==> src/rtl/ts_tx_ser_pkg.sv <==
// Shared TS symbol definitions and serializer types for the TS transmit path.
package ts_tx_ser_pkg;

    localparam int SYM_W  = 8;
    localparam int TS_LEN = 16;
    localparam int TS_W   = SYM_W * TS_LEN;
    localparam int IDX_W  = $clog2(TS_LEN);

    localparam logic [SYM_W-1:0] COM = 8'hBC;
    localparam logic [SYM_W-1:0] PAD = 8'hF7;

    typedef enum logic {
        S_IDLE = 1'b0,
        S_SEND = 1'b1
    } ser_state_e;

    // COM only marks symbol 0; PAD is a K-character only in the link/lane number slots.
    function automatic logic is_k_sym(input logic [IDX_W-1:0] idx, input logic [SYM_W-1:0] sym);
        return ((idx == '0) && (sym == COM)) ||
               (((idx == IDX_W'(1)) || (idx == IDX_W'(2))) && (sym == PAD));
    endfunction

endpackage

==> src/rtl/ts_tx_fifo.sv <==
// Ordered-set FIFO: registered count, same-cycle flush, push and pop may coincide even when full.
module ts_tx_fifo #(
    parameter  int DEPTH = 8,
    parameter  int W     = 128,
    localparam int AW    = $clog2(DEPTH),
    localparam int CW    = AW + 1
) (
    input  logic          clk,
    input  logic          rst,
    input  logic          push,
    input  logic [W-1:0]  din,
    input  logic          pop,
    input  logic          flush,
    output logic [W-1:0]  dout,
    output logic [CW-1:0] count,
    output logic          full,
    output logic          empty,
    output logic          push_ok,
    output logic          pop_ok
);

    logic [W-1:0]  mem [DEPTH];
    logic [AW-1:0] wr_ptr;
    logic [AW-1:0] rd_ptr;

    assign empty   = (count == '0);
    assign full    = (count == CW'(DEPTH));
    assign pop_ok  = pop & ~empty & ~flush;
    // A full FIFO still accepts a write when the head leaves in the same cycle.
    assign push_ok = push & ~flush & (~full | pop_ok);
    assign dout    = mem[rd_ptr];

    always_ff @(posedge clk) begin
        if (push_ok)
            mem[wr_ptr] <= din;
    end

    always_ff @(posedge clk or posedge rst) begin
        if (rst) begin
            wr_ptr <= '0;
            rd_ptr <= '0;
            count  <= '0;
        end else if (flush) begin
            wr_ptr <= '0;
            rd_ptr <= '0;
            count  <= '0;
        end else begin
            if (push_ok)
                wr_ptr <= wr_ptr + AW'(1);
            if (pop_ok)
                rd_ptr <= rd_ptr + AW'(1);
            count <= count + CW'(push_ok) - CW'(pop_ok);
        end
    end

endmodule

==> src/rtl/ts_tx_ser.sv <==
// TS transmit serializer: buffers 128-bit ordered sets and emits one symbol per clock with K flags.
module ts_tx_ser
    import ts_tx_ser_pkg::*;
#(
    parameter int DEPTH        = 8,
    parameter int AFULL_MARGIN = 2,
    parameter int CNT_W        = 16
) (
    input  logic             clk,
    input  logic             rst,
    input  logic             ts_valid,
    input  logic [TS_W-1:0]  ts,
    output logic             ts_tx_fifo_full,
    input  logic             flush,
    input  logic             tx_rdy,
    output logic [SYM_W-1:0] tx_sym,
    output logic             tx_k,
    output logic             tx_vld,
    output logic             tx_os_start,
    output logic             ts_sent,
    output logic [CNT_W-1:0] ts_sent_cnt,
    output logic             ovf_err
);

    localparam int CW = $clog2(DEPTH) + 1;
    localparam logic [CW-1:0] AFULL_TH = CW'(DEPTH - AFULL_MARGIN);

    ser_state_e       state, state_nxt;
    logic [TS_W-1:0]  shreg, shreg_nxt;
    logic [IDX_W-1:0] idx, idx_nxt;
    logic             pop_req;
    logic             sent;

    logic [TS_W-1:0]  fifo_dout;
    logic [CW-1:0]    fifo_count;
    logic [CW-1:0]    count_nxt;
    logic             fifo_full;
    logic             fifo_empty;
    logic             push_ok;
    logic             pop_ok;
    logic             fifo_avail;

    ts_tx_fifo #(
        .DEPTH (DEPTH),
        .W     (TS_W)
    ) u_fifo (
        .clk     (clk),
        .rst     (rst),
        .push    (ts_valid),
        .din     (ts),
        .pop     (pop_req),
        .flush   (flush),
        .dout    (fifo_dout),
        .count   (fifo_count),
        .full    (fifo_full),
        .empty   (fifo_empty),
        .push_ok (push_ok),
        .pop_ok  (pop_ok)
    );

    // Entries being flushed this cycle must never reach the line.
    assign fifo_avail = ~fifo_empty & ~flush;
    assign count_nxt  = flush ? '0 : (fifo_count + CW'(push_ok) - CW'(pop_ok));

    always_comb begin
        state_nxt = state;
        shreg_nxt = shreg;
        idx_nxt   = idx;
        pop_req   = 1'b0;
        sent      = 1'b0;
        case (state)
            S_IDLE: begin
                if (fifo_avail) begin
                    pop_req   = 1'b1;
                    shreg_nxt = fifo_dout;
                    idx_nxt   = '0;
                    state_nxt = S_SEND;
                end
            end
            S_SEND: begin
                if (tx_rdy) begin
                    if (idx == IDX_W'(TS_LEN - 1)) begin
                        sent    = 1'b1;
                        idx_nxt = '0;
                        if (fifo_avail) begin
                            pop_req   = 1'b1;
                            shreg_nxt = fifo_dout;
                        end else begin
                            shreg_nxt = '0;
                            state_nxt = S_IDLE;
                        end
                    end else begin
                        shreg_nxt = {shreg[TS_W-SYM_W-1:0], {SYM_W{1'b0}}};
                        idx_nxt   = idx + IDX_W'(1);
                    end
                end
            end
            default: state_nxt = S_IDLE;
        endcase
    end

    always_ff @(posedge clk or posedge rst) begin
        if (rst) begin
            state           <= S_IDLE;
            shreg           <= '0;
            idx             <= '0;
            ts_sent_cnt     <= '0;
            ts_tx_fifo_full <= 1'b0;
            ovf_err         <= 1'b0;
        end else begin
            state           <= state_nxt;
            shreg           <= shreg_nxt;
            idx             <= idx_nxt;
            ts_tx_fifo_full <= (count_nxt >= AFULL_TH);
            if (flush)
                ts_sent_cnt <= '0;
            else if (sent && (ts_sent_cnt != '1))
                ts_sent_cnt <= ts_sent_cnt + CNT_W'(1);
            if (ts_valid && !flush && fifo_full && !pop_ok)
                ovf_err <= 1'b1;
        end
    end

    assign tx_vld      = (state == S_SEND);
    assign tx_sym      = tx_vld ? shreg[TS_W-1 -: SYM_W] : '0;
    assign tx_k        = tx_vld & is_k_sym(idx, shreg[TS_W-1 -: SYM_W]);
    assign tx_os_start = tx_vld & (idx == '0);
    assign ts_sent     = sent;

endmodule
==> config.mk <==
export PLATFORM = sky130hd
export DESIGN_NAME = ts_tx_ser
export DESIGN_NICKNAME = d
export VERILOG_FILES = /design/src/rtl/ts_tx_ser_pkg.sv /design/src/rtl/ts_tx_fifo.sv /design/src/rtl/ts_tx_ser.sv
export SDC_FILE = /design/constraint.sdc
export NUM_CORES = 1
export LEC_CHECK = 0
export BUFFER_PORTS_ARGS = -buffer_cell sky130_fd_sc_hd__buf_4
export CAP_MARGIN = 15
export CORE_ASPECT_RATIO = 0.75
export CORE_MARGIN = 4
export CORE_UTILIZATION = 60
export CTS_BUF_LIST = sky130_fd_sc_hd__clkbuf_16
export DETAILED_ROUTE_END_ITERATION = 10
export HOLD_SLACK_MARGIN = 0.03
export PLACE_DENSITY = 0.89
export SYNTH_ARGS = -nofsm -noshare
export SYNTH_HDL_FRONTEND = slang
export SYNTH_SLANG_ARGS = --single-unit
==> constraint.sdc <==
create_clock -name clk -period 15.3 [get_ports clk]
set_input_delay 3.825 -clock clk [delete_from_list [all_inputs] [get_ports clk]]
set_output_delay 3.825 -clock clk [all_outputs]
set_load 0.02 [all_outputs]
Word level (Yosys, flattened, before mapping)
Memory sizes are Yosys's and may differ from the RTL's.
Cells that the tools add are included.
{"block": "totals", "ff_bits": 161, "ram_bits": 1024, "inputBits": 133, "output_inout_bits": 30, "elab_cells": 83, "n_memories": 1}
{"name": "u_fifo.mem", "depth": 8, "word_bits": 128, "read_ports": 1, "rd_ports_with_merged_regs": 0, "wr": 1, "line_no": "ts_tx_fifo.sv:22", "text": "logic [W-1:0] mem [DEPTH];"}
{"block": "op_classes", "addsub": 6, "order_cmp": 1, "n_eq_ne": 9, "mux": 29, "bitwise": 12, "n_reduce_logical": 16}
{"cell": "$mux 128", "count": 4}
{"cell": "$pmux 128 s2", "count": 1}
{"cell": "$mux 16", "count": 2}
{"cell": "$add 16x1->16 const B", "count": 1}
{"cell": "$eq 8x8->1 const B", "count": 2}
{"cell": "$mux 4", "count": 4}
{"cell": "$ne 16x16->1 const B", "count": 1}
{"cell": "$mux 3", "count": 4}
{"cell": "$mux 1", "count": 10}
{"cell": "$eq 4x4->1 const B", "count": 2}
{"cell": "$logic_not 4->1", "count": 2}
{"cell": "$mux 8", "count": 1}
{"cell": "$pmux 4 s2", "count": 1}
{"cell": "$and 1x1->1", "count": 7}
{"cell": "$add 3x1->3 const B", "count": 2}
{"cell": "$logic_and 1x1->1", "count": 6}
{"cell": "$reduce_bool 2->1", "count": 3}
{"cell": "$add 4x1->4", "count": 1}
{"cell": "$add 4x1->4 const B", "count": 1}
{"cell": "$eq 4x1->1 const B", "count": 1}
{"cell": "$eq 4x2->1 const B", "count": 1}
{"cell": "$ge 4x3->1 const B", "count": 1}
{"cell": "$ne 2x2->1 const B", "count": 2}
{"cell": "$not 1->1", "count": 4}
{"cell": "other kinds (6)", "count": 9}

Logic depth before layout (Yosys ltp)
{"block": "logic_depth", "depth_word": 15, "depth_mapped": 13, "ltp_nobuf": 13}

Cells and area by module
Synthesis repeated with hierarchy kept, for this count alone.
{"block": "hier_totals", "cells_unflattened": 2210, "area_unflattened_um2": 45937.8}
{"mod": "ts_tx_fifo", "instances": 1, "cells_per_inst": 1567, "area_each_um2": 39206.4, "seq_area_each_um2": 30999.7}
{"mod": "ts_tx_ser", "instances": 1, "cells_per_inst": 643, "area_each_um2": 6731.5, "seq_area_each_um2": 3778.6}

Worst setup path after synthesis
OpenSTA, ideal clock, no wires.
{"block": "synth_timing", "kind": "in2reg", "from": "in tx_rdy", "to": "mem u_fifo.mem[1][0], enable pin", "setup_ns": 0.772, "t_arrival_ns": 13.460, "t_required_ns": 14.528, "slack_ns": 1.068, "path_stages": 4, "n_path_buf": 0, "path_cell_list": "and4_1 -> o211ai_1 -> or3b_2 -> nor3_1"}
{"block": "synth_via", "elab_chain_len": 8}
{"element": "start: declaration", "line_no": "ts_tx_ser.sv:15", "text": "input logic tx_rdy,"}
{"element": "$mux 1", "line_no": "ts_tx_ser.sv:81", "text": "if (tx_rdy) begin"}
{"element": "$pmux 1 s2", "line_no": "ts_tx_ser.sv:71", "text": "case (state)"}
{"element": "$and 1x1->1 (2 in series)", "line_no": "ts_tx_fifo.sv:28", "text": "assign pop_ok = pop & ~empty & ~flush;"}
{"element": "$or 1x1->1", "line_no": "ts_tx_fifo.sv:30", "text": "assign push_ok = push & ~flush & (~full | pop_ok);"}
{"element": "$and 1x1->1", "line_no": "ts_tx_fifo.sv:30"}
{"element": "$mux 1", "line_no": "ts_tx_fifo.sv:34", "text": "if (push_ok)"}
{"element": "$mux 1 (implied by the code)", "line_no": "ts_tx_fifo.sv:35", "text": "mem[wr_ptr] <= din;"}
{"element": "end: declaration", "line_no": "ts_tx_fifo.sv:22"}
No other way between the ends.

Worst setup path after layout
{"block": "layout_timing", "from": "in tx_rdy", "to": "out ts_sent"}
{"block": "layout_via", "elab_chain_len": 2}
{"element": "$mux 1", "line_no": "ts_tx_ser.sv:81"}
{"element": "$mux 1", "line_no": "ts_tx_ser.sv:71"}
{"element": "end: declaration", "line_no": "ts_tx_ser.sv:20", "text": "output logic ts_sent,"}
No other way between the ends.

==> impl_metrics.py <==
metrics = {
    "clock_tree": {
        "cts_tree": "built",
        "post_cts_buffers": 0,
        "clockRootBuffer": "clkbuf_16",
        "clock-sinks": 1185,
        "htreeDepth": 3,
        "cts_resized": 0,
        "clk_latency_ns": 0.70,
        "cts_buffers": 104,
        "clockBufferDepth": 3,
        "hold_buffers": 0,
        "clk_pin_slew_ns": 0.06,
    },
    "worst_setup_path": {
        "reg2reg_from": "idx[0]",
        "cp-end-kind": "output port",
        "cp_cell_sequence": "buf_4 > and4_1 > nand2_1 > inv_1 > buf_4",
        "cp.buffers_inverters": 3,
        "cpPeakStageDelay_ns": 0.31,
        "path_class": "in2out",
        "startpoint": "tx_rdy",
        "cpMostUsedCell": "buf_4",
        "crit_arrival_ns": 4.84,
        "path_depth": 5,
        "cp_data_required_time_ns": 11.48,
        "worstRegToRegCells": 7,
        "cpMaxStageDelayCell": "and4_1",
        "critPathTopFamily": "buffers and inverters",
        "worstPathMaxFanout": 8,
        "start_kind": "input port",
    },
    "synth": {
        "async_flop_share": 0.136,
        "synth_warnings": 0,
        "ys_seq_area_frac": 0.762,
        "synth-xor-area-share": 0.000576,
        "syn-mean-instance-area_um2": 20.1,
        "synthFlopType": "edfxtp_1",
        "syn_area_um2": 45700,
        "synth_fa_ha_area_frac": 0.00400,
        "synth_fp_nets": 2423,
        "synth-compound-area-share": 0.0277,
        "yosys.area.top_type": "edfxtp_1",
        "synth-simple-area-share": 0.0364,
        "synth_edf_count": 1024,
        "synth_top_family_by_area": "multiplexers",
        "ys_seq_elements": 1185,
        "synth.area.mux_share": 0.156,
        "synth_cell_types": 50,
        "netlist.area_leader.share": 0.674,
        "netlist_top_cells_area": "edfxtp_1, mux4_2, dfrtp_1",
        "synthCells": 2276,
    },
    "final_layout": {
        "final_nets": 2589,
        "fillers": 4413,
        "final_util": 0.684,
        "fin_cells": 3572,
        "seq_area_um2": 34800,
        "fin_area_um2": 51500,
        "areaGrowthSynthToFinish_pct": 12.8,
        "final_common_cell": "edfxtp_1",
        "layout_common_cells": "edfxtp_1, mux4_2, buf_4",
        "drive_above_1_share": 0.249,
        "multi_input_comb_area_um2": 10300,
    },
    "timing": {
        "fin_skew_ns": 0.0293,
        "setup_slack_ns": 6.64,
        "finalCriticalPeriod_ns": 8.66,
        "holdWs_ns": 0.491,
        "fin_crit_sh": 0.566,
        "fmax_mhz": 115,
        "hold_viol_final": 0,
        "tightest_slew_ns": 1.14,
        "maxSlewHeadroom": 0.242,
        "setup_tns_ns": 0,
        "drv_slew": 0,
        "rsz0062_at_grt": "no",
        "final-setup-viol-count": 0,
    },
    "place": {
        "place_inst": 3358,
        "place.gp.congestion": 0.800,
        "port_buffers": 162,
        "place_area_um2": 48000,
        "dp_slack_ns": 6.66,
        "place_hpwl_mm": 55.8,
    },
    "grt": {
        "gr-total-overflow": 0,
        "grt_pass1_vias": 24600,
        "grt_pass1_wl_mm": 161,
        "grt.total_usage": 0.270,
        "grt_max_degree": 129,
        "antenna_found_initial": 23,
    },
    "route": {
        "totalWireLength_mm": 109,
        "wl_met1_mm": 40.1,
        "route.met2.wl_mm": 54.1,
        "drc": 0,
        "wl_met3_mm": 11.4,
        "post_drt_wl_per_cell_um": 30.6,
        "dr.pass1.iters": 6,
        "vias_per_cell": 6.70,
        "routed.top_layer": "met5",
        "ant_nets": 0,
        "num_vias": 24000,
        "first_iter_violations": 3149,
    },
    "floorplan": {
        "die_area_um2": 80600,
        "core_area_um2": 75300,
        "die_w_um": 327,
        "pin_count": 163,
        "initial_core_util": 0.606,
        "dieHeight_um": 247,
        "placementRows": 87,
    },
    "power_and_ir_drop": {
        "p_leak_nw": 16.6,
        "power_mw": 7.61,
        "power.density_nw_per_um2": 148,
        "vdd_drop_max_v": 0.000128,
    },
    "status": {
        "outcome": "completed",
    },
    "run": {
        "drv_cap": 0,
    },
    "hold_path": {
        "hold_class": "reg2reg",
        "worstHoldPathCells": 1,
        "worstHoldStart": "ovf_err",
    },
}
[final timing paths]
check	end	slack [ns]
hold / removal	ovf_err	0.49
setup / recovery	ts_sent	6.64
min in group asynchronous	shreg[31]	3.15
max in group asynchronous	shreg[23]	10.74
setup reg to reg	u_fifo.mem[6][110]	10.41
hold reg to reg	ovf_err	0.49
[Yosys cell counts (3+ instances only)]
cell type / count
a211oi_1: 4
a21oi_1: 9
a31oi_1: 4
and2_1: 9
and3_1: 3
and4_1: 5
buf_1: 20
buf_2: 33
clkbuf_1: 83
dfrtp_1: 161
edfxtp_1: 1024
ha_1: 13
inv_1: 18
mux2_2: 4
mux2i_1: 131
mux4_2: 256
nand2_1: 153
nand2b_1: 3
nand3_1: 126
nand4_1: 8
nor2_1: 17
nor2b_1: 6
nor3_1: 5
o211ai_1: 122
o21ai_0: 19
o311ai_0: 3
o31ai_1: 4
or3_1: 3
or4_1: 4
[where the power goes]
part | internal [mW] | switching (mW)
Combinational | 0.366 | 0.617
Sequential | 3.77 | 0.189
Clock | 1.48 | 1.18
[cell type report]
cell class / instances / share of cell area
sequential: 1185 / 0.676
multi-input combinational: 937 / 0.201
clock buffer: 106 / 0.0515
timing repair buffer: 196 / 0.0294
tap: 1023 / 0.0249
clock inverter: 91 / 0.0155
inverter: 18 / 0.00141
antenna: 16 / 0.000778
[state kept, by name (all words and copies together) (netlist names)]
name and cells:
ovf_err 1, u_fifo.wr_ptr 3, ts_tx_fifo_full 1, u_fifo.count 4
u_fifo.rd_ptr 3, u_fifo.mem 1024, ts_sent_cnt 16, shreg 128
tx_vld 1, idx 4
[metal layers]
layer  vias up  track usage
li1       9647            -
met1     12500        0.373
met2      1570        0.429
met3       258       0.0709
met4        16       0.0934
met5         -            0
[logic make-up (layout without fill, tap and decap cells)]
logic type               count (synthesis)  count (layout)
XOR/XNOR                                 3               3
AO/OA/AOI/OAI                          176             176
other                                    0              16
flip-flops                            1185            1185
multiplexers                           391             391
adder cells (fa/ha/maj)                 14              14
AND/OR/NAND/NOR                        353             353
buffers and inverters                  154             411
Power figures use the tool's default switching activity.
